## src/rtl/cga_pkg.sv

```systemverilog
// ---------------------------------------------------------------------------
// cga_pkg
// Shared definitions for the CGA video RAM arbiter slice.
//   cga_state_e  : arbiter FSM states
//   CGA_RAM_AW   : default video RAM address width
//   CGA_FB_BASE  : ISA base address of the colour text/graphics framebuffer
// ---------------------------------------------------------------------------
package cga_pkg;

   typedef enum logic [2:0] {
      IDLE,
      WAIT_SLOT,
      ACCESS,
      CAPTURE,
      DONE
   } cga_state_e;

   localparam int CGA_RAM_AW = 19;

   localparam logic [19:0] CGA_FB_BASE = 20'hB8000;

endpackage

```

## src/rtl/cga_bus_sync.sv

```systemverilog
// ---------------------------------------------------------------------------
// cga_bus_sync
// Brings one asynchronous, active-low ISA strobe into the clk domain through
// two flops and flags the cycle in which the synchronised strobe has just
// gone low.
// Ports:
//   clk      in  : system clock
//   nRESET   in  : asynchronous reset, active low (all flops reset to 1)
//   strobe_l in  : raw ISA strobe, active low, asynchronous
//   sync_l   out : synchronised strobe level
//   fall     out : one-cycle pulse on the synchronised falling edge
// ---------------------------------------------------------------------------
module cga_bus_sync (
   input  logic clk,
   input  logic nRESET,
   input  logic strobe_l,
   output logic sync_l,
   output logic fall
);

   logic meta_q, meta_d;
   logic sync_q, sync_d;
   logic prev_q, prev_d;

   // Shift the strobe through the metastability flop, the synchronised flop
   // and a history flop used only for edge detection.
   always_comb begin
      meta_d = strobe_l;
      sync_d = meta_q;
      prev_d = sync_q;
   end

   // Idle level of the strobe is high, so reset every stage to 1 to avoid a
   // spurious falling edge when reset is released.
   always_ff @(posedge clk or negedge nRESET) begin
      if (!nRESET) begin
         meta_q <= 1'b1;
         sync_q <= 1'b1;
         prev_q <= 1'b1;
      end else begin
         meta_q <= meta_d;
         sync_q <= sync_d;
         prev_q <= prev_d;
      end
   end

   assign sync_l = sync_q;
   assign fall   = prev_q & ~sync_q;

endmodule

```

## src/rtl/cga_vram_arbiter.sv

```systemverilog
// ---------------------------------------------------------------------------
// cga_vram_arbiter
// Shares the single CGA video RAM port between display fetch (absolute
// priority) and CPU reads/writes from the ISA bus. CPU accesses are placed
// only in the sequencer's isa_op_enable window, except when the watchdog
// expires. bus_rdy inserts ISA wait states when USE_BUS_WAIT=1.
// Ports:
//   clk, nRESET            : clock, asynchronous active-low reset
//   clk_seq                : sequencer phase (not needed for arbitration)
//   isa_op_enable          : CPU slot window
//   disp_req, disp_addr    : display fetch owns the RAM / its address
//   mem_cs, bus_a, bus_d   : framebuffer select, CPU offset, CPU write data
//   bus_memr_l, bus_memw_l : asynchronous ISA read/write strobes
//   ram_d                  : RAM read data (one-cycle latency)
//   ram_a, ram_dout, ram_we_l : RAM address, write data, write enable (low)
//   cpu_rdata              : captured CPU read data
//   bus_rdy                : ISA ready
//   busy                   : a CPU access is pending
// ---------------------------------------------------------------------------
module cga_vram_arbiter
   import cga_pkg::*;
#(
   parameter int USE_BUS_WAIT = 1,
   parameter int MAX_WAIT     = 63,
   parameter int RAM_AW       = CGA_RAM_AW
) (
   input  logic              clk,
   input  logic              nRESET,
   input  logic [4:0]        clk_seq,
   input  logic              isa_op_enable,
   input  logic              disp_req,
   input  logic [RAM_AW-1:0] disp_addr,
   input  logic              mem_cs,
   input  logic [14:0]       bus_a,
   input  logic              bus_memr_l,
   input  logic              bus_memw_l,
   input  logic [7:0]        bus_d,
   input  logic [7:0]        ram_d,
   output logic [RAM_AW-1:0] ram_a,
   output logic [7:0]        ram_dout,
   output logic              ram_we_l,
   output logic [7:0]        cpu_rdata,
   output logic              bus_rdy,
   output logic              busy
);

   localparam int              WD_W     = $clog2(MAX_WAIT + 1);
   localparam logic [WD_W-1:0] WD_LIMIT = WD_W'(MAX_WAIT);

   cga_state_e        state_q, state_d;
   logic [RAM_AW-1:0] addr_q, addr_d;
   logic [7:0]        wdata_q, wdata_d;
   logic              we_q, we_d;
   logic [7:0]        rdata_q, rdata_d;
   logic [7:0]        dout_q, dout_d;
   logic              rdy_q, rdy_d;
   logic [WD_W-1:0]   wd_q, wd_d;

   logic rd_sync_l, rd_fall;
   logic wr_sync_l, wr_fall;
   logic req_start;
   logic strobe_released;
   logic slot_free;
   logic wd_expired;
   logic unused_seq;

   // The CPU window already encodes the sequencer phase, so clk_seq is only
   // carried through for debug visibility.
   assign unused_seq = ^clk_seq;

   cga_bus_sync u_rd_sync (
      .clk      (clk),
      .nRESET   (nRESET),
      .strobe_l (bus_memr_l),
      .sync_l   (rd_sync_l),
      .fall     (rd_fall)
   );

   cga_bus_sync u_wr_sync (
      .clk      (clk),
      .nRESET   (nRESET),
      .strobe_l (bus_memw_l),
      .sync_l   (wr_sync_l),
      .fall     (wr_fall)
   );

   assign req_start       = mem_cs & (rd_fall | wr_fall);
   assign strobe_released = we_q ? wr_sync_l : rd_sync_l;
   assign slot_free       = isa_op_enable & ~disp_req;
   assign wd_expired      = (wd_q == WD_LIMIT) & ~disp_req;

   // Next-state and datapath latches. A read whose strobe goes away before it
   // is granted is abandoned; a write is committed once latched. ACCESS holds
   // if the display grabs the port, so the CPU cycle is never lost to it.
   always_comb begin
      state_d = state_q;
      addr_d  = addr_q;
      wdata_d = wdata_q;
      we_d    = we_q;
      rdata_d = rdata_q;
      dout_d  = dout_q;
      wd_d    = '0;

      case (state_q)
         IDLE: begin
            if (req_start) begin
               addr_d        = '0;
               addr_d[14:0]  = bus_a;
               wdata_d       = bus_d;
               we_d          = wr_fall;
               state_d       = WAIT_SLOT;
            end
         end
         WAIT_SLOT: begin
            wd_d = (wd_q == WD_LIMIT) ? wd_q : wd_q + 1'b1;
            if (!we_q && rd_sync_l) begin
               state_d = IDLE;
            end else if (slot_free || wd_expired) begin
               state_d = ACCESS;
               if (we_q) begin
                  dout_d = wdata_q;
               end
            end
         end
         ACCESS: begin
            if (!disp_req) begin
               state_d = we_q ? DONE : CAPTURE;
            end
         end
         CAPTURE: begin
            rdata_d = ram_d;
            state_d = DONE;
         end
         DONE: begin
            if (strobe_released) begin
               state_d = IDLE;
            end
         end
         default: state_d = IDLE;
      endcase

      // Ready follows the state one edge late on the way down so the request
      // is latched before the bus is stalled, but rises with DONE/abort.
      rdy_d = (state_q == IDLE) || (state_d == IDLE) || (state_d == DONE);
   end

   // State and datapath registers; reset drops any pending access.
   always_ff @(posedge clk or negedge nRESET) begin
      if (!nRESET) begin
         state_q <= IDLE;
         addr_q  <= '0;
         wdata_q <= '0;
         we_q    <= 1'b0;
         rdata_q <= '0;
         dout_q  <= '0;
         rdy_q   <= 1'b1;
         wd_q    <= '0;
      end else begin
         state_q <= state_d;
         addr_q  <= addr_d;
         wdata_q <= wdata_d;
         we_q    <= we_d;
         rdata_q <= rdata_d;
         dout_q  <= dout_d;
         rdy_q   <= rdy_d;
         wd_q    <= wd_d;
      end
   end

   // Port mux: display always wins, and the write strobe is masked by it.
   assign ram_a     = disp_req ? disp_addr : addr_q;
   assign ram_we_l  = ~((state_q == ACCESS) & we_q & ~disp_req);
   assign ram_dout  = dout_q;
   assign cpu_rdata = rdata_q;
   assign busy      = (state_q == WAIT_SLOT) || (state_q == ACCESS) || (state_q == CAPTURE);
   assign bus_rdy   = (USE_BUS_WAIT != 0) ? rdy_q : 1'b1;

endmodule

```

## config.mk

```make
export PLATFORM = sky130hd
export DESIGN_NAME = cga_vram_arbiter
export DESIGN_NICKNAME = d
export VERILOG_FILES = /design/src/rtl/cga_pkg.sv /design/src/rtl/cga_bus_sync.sv /design/src/rtl/cga_vram_arbiter.sv
export SDC_FILE = /design/constraint.sdc
export NUM_CORES = 1
export LEC_CHECK = 0
export ABC_CLOCK_PERIOD_IN_PS = 4350
export BUFFER_PORTS_ARGS = -buffer_cell sky130_fd_sc_hd__clkbuf_2
export CORE_ASPECT_RATIO = 0.6
export CORE_MARGIN = 2
export CORE_UTILIZATION = 52
export DETAILED_ROUTE_END_ITERATION = 10
export PLACE_DENSITY = 0.91
export SLEW_MARGIN = 25
export SYNTH_ARGS = -nofsm -noshare
export SYNTH_HDL_FRONTEND = slang
export SYNTH_SLANG_ARGS = --single-unit
```

## constraint.sdc

```tcl
create_clock -name clk -period 4.35 [get_ports clk]
set_clock_uncertainty 0.1 [all_clocks]
set_input_delay 0.2175 -clock clk [delete_from_list [all_inputs] [get_ports clk]]
set_output_delay 0.2175 -clock clk [all_outputs]
set_load 0.01 [all_outputs]
```

### After elaboration in Yosys (flattened, before gate mapping)

Index checks and enable logic that the tools add are counted.

| cells by class | value |
|---|---|
| equal/unequal tests | 7 |
| muxes and demuxes | 11 |
| add/sub/neg operators | 1 |
| bitwise operators | 13 |
| reductions and logical operators | 11 |

Operators with widths:

| kind | count |
|---|---|
| 19-bit 2-to-1 mux | 1 |
| 3-bit 2-to-1 mux | 6 |
| 3-bit one-hot mux with 5 select lines | 1 |
| 6-bit 2-to-1 mux | 2 |
| 1-bit bitwise AND | 7 |
| 6-bit by 1-bit adder with 6-bit output, second input constant | 1 |
| 3-bit by 2-bit == test with 1-bit output, second input constant | 2 |
| 3-bit == test, second input constant | 2 |
| 6-bit == test, second input constant | 1 |
| 3-bit logical NOT | 2 |
| 1-bit logical OR | 5 |
| 1-bit inverter | 5 |
| 4-bit AND reduction | 1 |
| 3-bit by 1-bit == test with 1-bit output, second input constant | 1 |
| 2-bit != test, second input constant | 1 |
| 2-bit AND reduction | 1 |
| 1-bit logical AND | 1 |
| 1-bit logical NOT | 1 |
| 1-bit 2-to-1 mux | 1 |
| 1-bit bitwise OR | 1 |

| word-level totals | value |
|---|---|
| output and inout bits | 38 |
| word-level logic and storage cells | 57 |
| flip-flop bits (word level) | 56 |

### Logic depth before layout (Yosys ltp)

Gate-level depths: netlist of run 1.

| logic depth | value |
|---|---|
| depth after elaboration | 9 |
| depth in mapped cells | 7 |

### Hierarchy

Synthesis of run 1 repeated with hierarchy kept, for this count alone.

| second synthesis, totals | value |
|---|---|
| cells, all modules | 174 |
| area total of the unflattened synthesis | 2533.7 um^2 |

By module, submodules not included:

| module | cells each | times used | area each (um^2) |
|---|---|---|---|
| cga_vram_arbiter | 166 | 1 | 2348.5 |
| cga_bus_sync | 4 | 2 | 92.6 |

### Worst setup path before layout of run 1

No wires, ideal clock.

| timing path | value |
|---|---|
| kind | flip-flop to flip-flop |
| start point | reg state_q[1] |
| end point | reg addr_q[0] |
| cell stages (with the launch flop) | 7 |
| data required time | 4125 ps |
| path slack | 2399 ps |
| period minus slack after synthesis | 1951 ps |
| arrival time | 1726 ps |
| cell sequence | dfrtp_1 buf_6 or4b_4 a21o_1 buf_6 buf_12 mux2_4 |

| between the ends | value |
|---|---|
| word-level cells in the longest chain between the ends | 2 |

RTL lines:

| what | RTL line | text |
|---|---|---|
| start, declared | cga_vram_arbiter.sv:50 | `cga_state_e state_q, state_d;` |
| start signal, assigned | cga_vram_arbiter.sv:159 | `state_q <= state_d;` |
| 3-bit logical NOT | cga_vram_arbiter.sv:104 | `case (state_q)` |
| 2-bit AND reduction (no line) | -- |  |
| end signal, assigned | cga_vram_arbiter.sv:160 | `addr_q <= addr_d;` |
| end, declared | cga_vram_arbiter.sv:51 | `logic [RAM_AW-1:0] addr_q, addr_d;` |

Every way passes these cells.
A chain may end at the register's enable or synchronous reset.

### Final worst setup path of run 1

| timing path | value |
|---|---|
| start point | reg state_q[1] |
| end point | reg wdata_q[5] |

| between the ends | value |
|---|---|
| word-level cells in the longest chain between the ends | 2 |

RTL lines:

| what | RTL line | text |
|---|---|---|
| 3-bit logical NOT | cga_vram_arbiter.sv:104 |  |
| 2-bit AND reduction (no line) | -- |  |
| end signal, assigned | cga_vram_arbiter.sv:161 | `wdata_q <= wdata_d;` |
| end, declared | cga_vram_arbiter.sv:52 | `logic [7:0] wdata_q, wdata_d;` |

Every way passes these cells.

==> out/metrics.yaml, run 1 <==
die_h_um: 57.76
place_inst: 325
required_ns: 4.45
synthCells: 174
ctsRootBufferMaster: "clkbuf_8"
fp.dieW_um: 93.60
ys_ff_latch: 56
cp.arrival_ns: 2.43
critPathLaunchType: "flip-flop"
grt_overflow: 0
dr_total_vias: 1704
grt_max_degree: 57
first_global_vias: 1621
drive_gt1_share_pct: 61.90
finalNonFillerCells: 336
status: "finished clean"
endpoint_kind: "flip-flop"
max_freq_mhz: 429.4
wl_per_cell_um: 13.96
clockBufferDepth: 2
area_growth_pct: 25.42
drv_slew: 0
synth_area_mm2: 0.002505
synth_flop_cell: "dfrtp_1"
ys_warn_count: 0
cts_buffers: 5
slew_headroom_pct: 53.97
syn_nets: 237
drtAntennaViolNets: 0
clkTransAtPathRegs_ns: 0.10
synth_common_cells: "49 x dfrtp_1, 35 x mux2_2, 19 x mux2_4, 8 x nor2_1, 7 x dfstp_2"
setup_viol: 0
cts-resized-gates: 0
period_minus_slack_ns: 2.329
critPathMaxFanout: 13
synth_most_common_cell: "dfrtp_1"
dpl_cell_area_mm2: 0.002990
synth_top_area_share_pct: 48.95
ys_top_cells_by_area: "dfrtp_1 49%, mux2_2 16%, mux2_4 11%"
via_per_inst: 5.071
post_cts_buffers: 0
core_mm2: 0.004612
drt_iter0_markers: 76
die-area_mm2: 0.005406
syn_area_per_cell_um2: 14.40
drc_errors: 0
place_ws_ns: 2.032
async_reset_ff_share_pct: 100.0
power.leakage_uw: 0.001597
start_util_pct: 54.31
synth_edf_count: 0
yosysSeqAreaShare_pct: 56.29
finalHoldViolCount: 0
synth_area_leader_cell: "dfrtp_1"
power_density_mw_per_mm2: 604.9
synth.distinct_cells: 32
cts_tree: "built"
cts_sinks: 56
tightest_slew_ns: 0.6904
drt_first_pass_iters: 4
h-tree-depth: 2
critPathKind: "flip-flop to flip-flop"
hp-class: "primary input to flip-flop"
ioPinCount: 100
fin_ws_ns: 2.021
n_antenna_cell: 0
vdd_drop_max_v: 0.0003677
grt_pass1_wl_um: 7603
rsz0062_at_grt: "false"
layout.nets: 335
wl_um: 4692
portBuffers: 94
rows: 19
grt_use_total_pct: 18.48
fin_crit_sh_pct: 53.54
maxCapViolations: 0
design_area_mm2: 0.003142
gp_congestion: 0.7889
clock_latency_ns: 0.31
setup_total_negative_slack_ns: 0
antenna_found_initial: 0
hpwl_um: 3378
cell families after synthesis:
kind of cell	share of synthesized area (%)
multiplexers	27.52
AO/OA/AOI/OAI	3.797
adder cells (fa/ha/maj)	0.4994
AND/OR/NAND/NOR	7.542
flip-flops	56.29
buffers and inverters	3.296
XOR/XNOR	1.049
worst max-delay path, stage by stage (launching register included):
cell and delay [ns]:
dfrtp_1 0.46, or4b_4 0.59, a21o_1 0.41, buf_4 0.34, mux2_4 0.32
metal layers:
metal / up-vias / GRT usage [%] / wire length, µm
li1: 804 / - / -
met1: 817 / 26.27 / 2168
met2: 76 / 28.16 / 2069
met3: 7 / 5.722 / 414
met4: 0 / 4.969 / 40
met5: - / 0 / 0
flip-flops by register name, indices dropped and copies added (netlist names), 3 cells and up:
name	flops
addr_q	15
state_q	3
wdata_q	8
wd_q	6
ram_dout	8
cpu_rdata	8
final cells by class:
cell class                 count  area (µm²)
clock buffer                   6       82.58
clock inverter                 2       38.79
fill                         349        1470
inverter                       1       3.754
multi-input combinational    109        1012
sequential                    56        1410
tap                           63       78.83
timing repair buffer          99       515.5
worst paths after layout:
kind                                              endpoint  slack (ns)  depth (start not counted)                  startpoint
worst max-delay path                wdata_q[5]$_DFFE_PN0P_        2.02                          4        state_q[1]$_DFF_PN0_
worst min-delay path                 addr_q[7]$_DFFE_PN0P_        0.03                          2                    bus_a[7]
worst max register to register      wdata_q[5]$_DFFE_PN0P_        2.02                          4        state_q[1]$_DFF_PN0_
worst min register to register  u_wr_sync.sync_l$_DFF_PN1_        0.26                          0  u_wr_sync.meta_q$_DFF_PN1_
max in group asynchronous          ram_dout[0]$_DFFE_PN0P_        3.22                          3                      nRESET
min in group asynchronous           addr_q[10]$_DFFE_PN0P_        0.46                          3                      nRESET
where the power goes:
group | leakage, µW | total, µW | internal [µW] | switching (µW)
clock network | 0.0000614 | 353 | 188 | 165
registers | 0.000672 | 869 | 735 | 134
logic | 0.000863 | 678 | 402 | 276
total | 0.00160 | 1900 | 1330 | 575
stage by stage:
step	total power (µW)	utilization, %	hold slack (ns)
2_1_floorplan	1343	-	-0.1781
3_3_place_gp	1523	64.84	0.2070
3_5_place_dp	1557	64.84	0.2077
4_1_cts	1921	68.12	0.02373
5_1_grt	2023	68.12	0.02129
6_report	1900	68.12	0.03130
cells in the final DEF (no fill, tap or decap), types with 4 or more instances in the layout:
master,instances
dfstp_2,7
nand3_1,4
and2_1,4
nand2_1,5
dfrtp_1,49
nand2b_1,4
o21ai_0,6
clkbuf_2,94
mux2_4,19
nor2_1,8
a21oi_1,5
mux2_2,35
clkbuf_8,6
repair_timing:
item | 4_1_cts | 5_1_grt
endpoints found under the setup margin | 0 | 0
hold buffers | 3 | 0
hold endpoints to repair | 51 | 0
Power figures use the tool's default switching activity.
==> run 2: changes to the inputs <==
Settings changed: ABC_CLOCK_PERIOD_IN_PS 4350 to 2000, CORE_UTILIZATION 52 to 43, PLACE_DENSITY 0.91 to 0.81.
Clock period 4.35 ns to 2 ns, I/O delays scaled along.
==> run 2 against run 1 <==
Against the previous run: die area is 20% higher; utilization decreased by 5.1 points; largest power group unchanged; largest cell class unchanged; global-route usage down 0.52 points; critical path depth is the same; sequential cell count unchanged.
==> out/metrics.yaml, run 2 (synthesized netlist as in run 1, its figures left out) <==
wl_per_cell_um: 14.18
rsz0062_at_grt: "false"
setup_total_negative_slack_ns: 0
dr_total_vias: 1834
place_ws_ns: 0.1447
setup_viol: 0
drc_errors: 0
hold_slack_ns: 0.09559
die_h_um: 63.12
n_antenna_cell: 0
maxCapViolations: 0
h-tree-depth: 2
vdd_drop_max_v: 0.0005201
endpoint_kind: "flip-flop"
critPathKind: "flip-flop to flip-flop"
drt_iter0_markers: 58
first_global_vias: 1917
final_cell_mix: "94 x clkbuf_2, 49 x dfrtp_1, 35 x mux2_2"
status: "finished clean"
top_register: "addr_q"
design_area_mm2: 0.003526
critPathMaxFanout: 20
clock_latency_ns: 0.30
dpl_cell_area_mm2: 0.003097
final_common_cell: "clkbuf_2"
period_minus_slack_ns: 1.878
portBuffers: 94
fin_crit_sh_pct: 93.88
required_ns: 2.10
fp.dieW_um: 102.5
hp-start: "mem_cs"
hold_path_depth: 3
start_util_pct: 44.76
fin_ws_ns: 0.1225
cts_buffers: 5
drtAntennaViolNets: 0
cts_sinks: 56
drv_slew: 0
ioPinCount: 100
grt_use_total_pct: 17.96
grt_max_degree: 57
power_density_mw_per_mm2: 1172
r2r_end: "addr_q[3]$_DFFE_PN0P_"
cts-resized-gates: 0
layout.nets: 374
whs_endpoint: "we_q$_DFFE_PN0P_"
finalHoldViolCount: 0
tightest_slew_ns: 0.6829
worstRegToRegCells: 4
slowest_stage: "or4b_4"
via_per_inst: 4.679
cts_tree: "built"
power.leakage_uw: 0.001755
clkTransAtPathRegs_ns: 0.10
r2r-start: "state_q[1]$_DFF_PN0_"
crit_chain: "or4b_4 > a21o_1 > buf_12 > mux2_4"
final_util_pct: 63.00
drt_first_pass_iters: 4
area_growth_pct: 40.76
core_mm2: 0.005597
max_freq_mhz: 532.6
grt_pass1_wl_um: 9032
final.fill_count: 440
hp-class: "primary input to flip-flop"
gp_congestion: 0.8124
die-area_mm2: 0.006472
ctsRootBufferMaster: "clkbuf_8"
cp.arrival_ns: 1.97
rows: 21
hpwl_um: 3489
drive_gt1_share_pct: 56.41
crit_path_max_incr_delay_ns: 0.56
ff2ff_setup_slack_ns: 0.12
antenna_found_initial: 0
critPathLaunchType: "flip-flop"
slew_headroom_pct: 54.48
grt_overflow: 0
largest_reg_flops: 15
wl_um: 5559
post_cts_buffers: 0
clockBufferDepth: 2
run 2: changes by cell type in the layout (fill, tap and decap cells not counted):
cell           delta
bufinv_16         -1
clkbuf_8          -1
buf_4             +6
buf_12            +2
clkinvlp_4        +1
dlygate4sd3_1    +31
clkbuf_1          +1
run 2: how the worst max path moves through the flow:
stage                              end  slack [ns]                 start
6_report         addr_q[3]$_DFFE_PN0P_        0.12  state_q[1]$_DFF_PN0_
2_1_floorplan    addr_q[0]$_DFFE_PN0P_        0.05  state_q[1]$_DFF_PN0_
3_5_place_dp     addr_q[3]$_DFFE_PN0P_        0.14  state_q[1]$_DFF_PN0_
3_3_place_gp    addr_q[10]$_DFFE_PN0P_        0.17  state_q[1]$_DFF_PN0_
5_1_grt        ram_dout[7]$_DFFE_PN0P_        0.03   wd_q[0]$_DFFE_PN0P_
4_1_cts         wdata_q[7]$_DFFE_PN0P_        0.12  state_q[1]$_DFF_PN0_
run 2: through the flow:
| stage | std cells | total power, µW |
|---|---|---|
| floorplan | 174 | 2922 |
| global placement | 350 | 3400 |
| detailed placement | 350 | 3464 |
| CTS | 392 | 4152 |
| global route | 392 | 4401 |
| finish | 392 | 4131 |
run 2: cell type report:
| cell class | instances | area [µm²] | share of cell area [%] |
|---|---|---|---|
| sequential | 56 | 1410 | 39.99 |
| clock buffer | 6 | 72.57 | 2.058 |
| multi-input combinational | 109 | 1012 | 28.71 |
| timing repair buffer | 138 | 910.9 | 25.83 |
| clock inverter | 2 | 16.27 | 0.4613 |
| tap | 80 | 100.1 | 2.839 |
| inverter | 1 | 3.754 | 0.1065 |
run 2: what timing repair did:
item                       in CTS  in global routing
setup endpoints to repair       0                  0
hold endpoints to repair       82                  0
hold buffers                   34                  0
run 2: layer usage:
layer	global-route usage, %	vias up	share of wire (%)
li1	-	883	-
met1	23.53	869	46
met2	30.47	77	48
met3	4.107	5	5.9
met4	3.833	0	0.59
met5	0	-	0
run 2: worst max-delay path, delay by kind of cell, from the launching register on:
kind,cells,cell delay [ns]
mux,1,0.31
buf+inv,1,0.18
compound gates,1,0.22
simple gates,1,0.56
flops,1,0.39
run 2: power by group:
part           switching, µW  internal (µW)
Combinational            675            981
Sequential               261           1600
Clock                    365            250
Total                   1300           2830
==> run 3: changes to the inputs <==
Settings changed: BUFFER_PORTS_ARGS -buffer_cell sky130_fd_sc_hd__clkbuf_2 to -buffer_cell sky130_fd_sc_hd__buf_2, SLEW_MARGIN 25 to 15.
==> run 3 against run 2 <==
Against the previous run: sequential power about the same; die area unchanged; setup slack got worse by 0.0063 ns; maximum frequency decreased by 0.33%; critical path type unchanged; critical endpoint is now addr_q[14]$_DFFE_PN0P_; largest power group unchanged.
==> out/metrics.yaml, run 3 (synthesized netlist as in run 1, its figures left out) <==
status: "finished clean"
grt_pass1_wl_um: 8562
setup_total_negative_slack_ns: 0
clockBufferDepth: 2
drt_iter0_markers: 43
clkTransAtPathRegs_ns: 0.09
hp-class: "primary input to asynchronous set/reset pin"
critPathMaxFanout: 15
drc_errors: 0
hpwl_um: 3675
clock_latency_ns: 0.31
largest_reg_flops: 15
die_h_um: 63.12
ioPinCount: 100
post_cts_buffers: 0
area_growth_pct: 41.31
drive_gt1_share_pct: 56.55
max_freq_mhz: 530.8
fin_crit_sh_pct: 94.19
grt_overflow: 0
final_common_cell: "buf_2"
cp.arrival_ns: 1.98
die-area_mm2: 0.006472
fp.dieW_um: 102.5
drt_first_pass_iters: 4
p_comb_share_pct: 38.8
power_density_mw_per_mm2: 1184
period_minus_slack_ns: 1.884
h-tree-depth: 2
wl_per_cell_um: 13.19
swShare_pct: 29.72
grt_use_total_pct: 17.24
drtAntennaViolNets: 0
via_per_inst: 4.585
cts_tree: "built"
vdd_drop_max_v: 0.0005418
n_antenna_cell: 0
dr_total_vias: 1802
top_register: "addr_q"
endpoint_kind: "flip-flop"
gp_congestion: 0.8314
required_ns: 2.10
power.leakage_uw: 0.001751
antenna_found_initial: 0
p_int_uw: 2944
wl_um: 5184
pwr-share-clk_pct: 17.1
grt_max_degree: 30
switching_power_uw: 1245
p_seq_share_pct: 44.1
slew_headroom_pct: 73.94
final_util_pct: 63.25
finalHoldViolCount: 0
start_util_pct: 44.76
drv_slew: 0
rsz0062_at_grt: "false"
maxCapViolations: 0
portBuffers: 94
first_global_vias: 1879
tightest_slew_ns: 0.3897
final_cell_mix: "94 x buf_2, 49 x dfrtp_1, 35 x mux2_2"
layout.nets: 375
ctsRootBufferMaster: "clkbuf_8"
setup_viol: 0
rows: 21
core_mm2: 0.005597
cts_buffers: 5
cts_sinks: 56
critPathKind: "flip-flop to flip-flop"
critPathLaunchType: "flip-flop"
==> run 3: final timing paths <==
kind | from | to | slack (ns) | cells past startpoint
hold / removal | nRESET | addr_q[14]$_DFFE_PN0P_ | 0.04 | 2
setup reg to reg | state_q[1]$_DFF_PN0_ | addr_q[14]$_DFFE_PN0P_ | 0.12 | 4
setup / recovery | state_q[1]$_DFF_PN0_ | addr_q[14]$_DFFE_PN0P_ | 0.12 | 4
max in group asynchronous | nRESET | u_rd_sync.meta_q$_DFF_PN1_ | 1.13 | 3
hold reg to reg | u_rd_sync.meta_q$_DFF_PN1_ | u_rd_sync.sync_l$_DFF_PN1_ | 0.26 | 0
min in group clk | disp_req | state_q[1]$_DFF_PN0_ | 0.08 | 4
==> run 3: cell type report <==
class / count / area (µm²)
Tap cell: 80 / 100.1
Clock buffer: 6 / 72.57
Inverter: 1 / 3.754
Fill cell: 432 / 2057
Clock inverter: 2 / 35.03
Timing Repair Buffer: 139 / 905.9
Multi-Input combinational cell: 109 / 1012
Sequential cell: 56 / 1410
==> run 3: repair_timing <==
| action | in CTS | in global routing |
|---|---|---|
| hold buffers | 34 | 0 |
| resized for setup | 0 | 0 |
| endpoints found under the hold margin | 83 | 0 |
==> run 3: layer usage <==
metal / routed length [µm] / vias up / track usage (%)
met2: 2311 / 73 / 27.37
met3: 403 / 5 / 6.548
met1: 2436 / 839 / 23.18
li1: - / 885 / -
met5: 0 / - / 0
met4: 34 / 0 / 2.333
==> run 3: power by group through the flow <==
stage,clock (µW),sequential (µW),combinational (µW)
6_report,716,1850,1630
5_1_grt,797,1910,1780
4_1_cts,736,1850,1640
3_5_place_dp,0,1850,1590
3_3_place_gp,0,1840,1540
2_1_floorplan,0,1880,1040
==> run 3: stage by stage <==
stage | cells | power (µW) | setup WS [ns] | instance area [µm²] | hold slack, ns
floorplan | 174 | 2922 | 0.04870 | 2505 | -0.2956
global placement | 351 | 3379 | 0.1534 | 3092 | -0.1646
detailed placement | 351 | 3445 | 0.1278 | 3092 | -0.1636
CTS | 393 | 4221 | 0.1056 | 3540 | 0.04971
global route | 393 | 4484 | 0.01990 | 3540 | 0.03596
finish | 393 | 4189 | 0.1162 | 3540 | 0.04402
==> run 3: worst max-delay path: stages, from the launching register on <==
cell and delay (ns):
dfrtp_1 0.39, or4b_4 0.56, a21o_1 0.18, buf_4 0.22
mux2_4 0.32
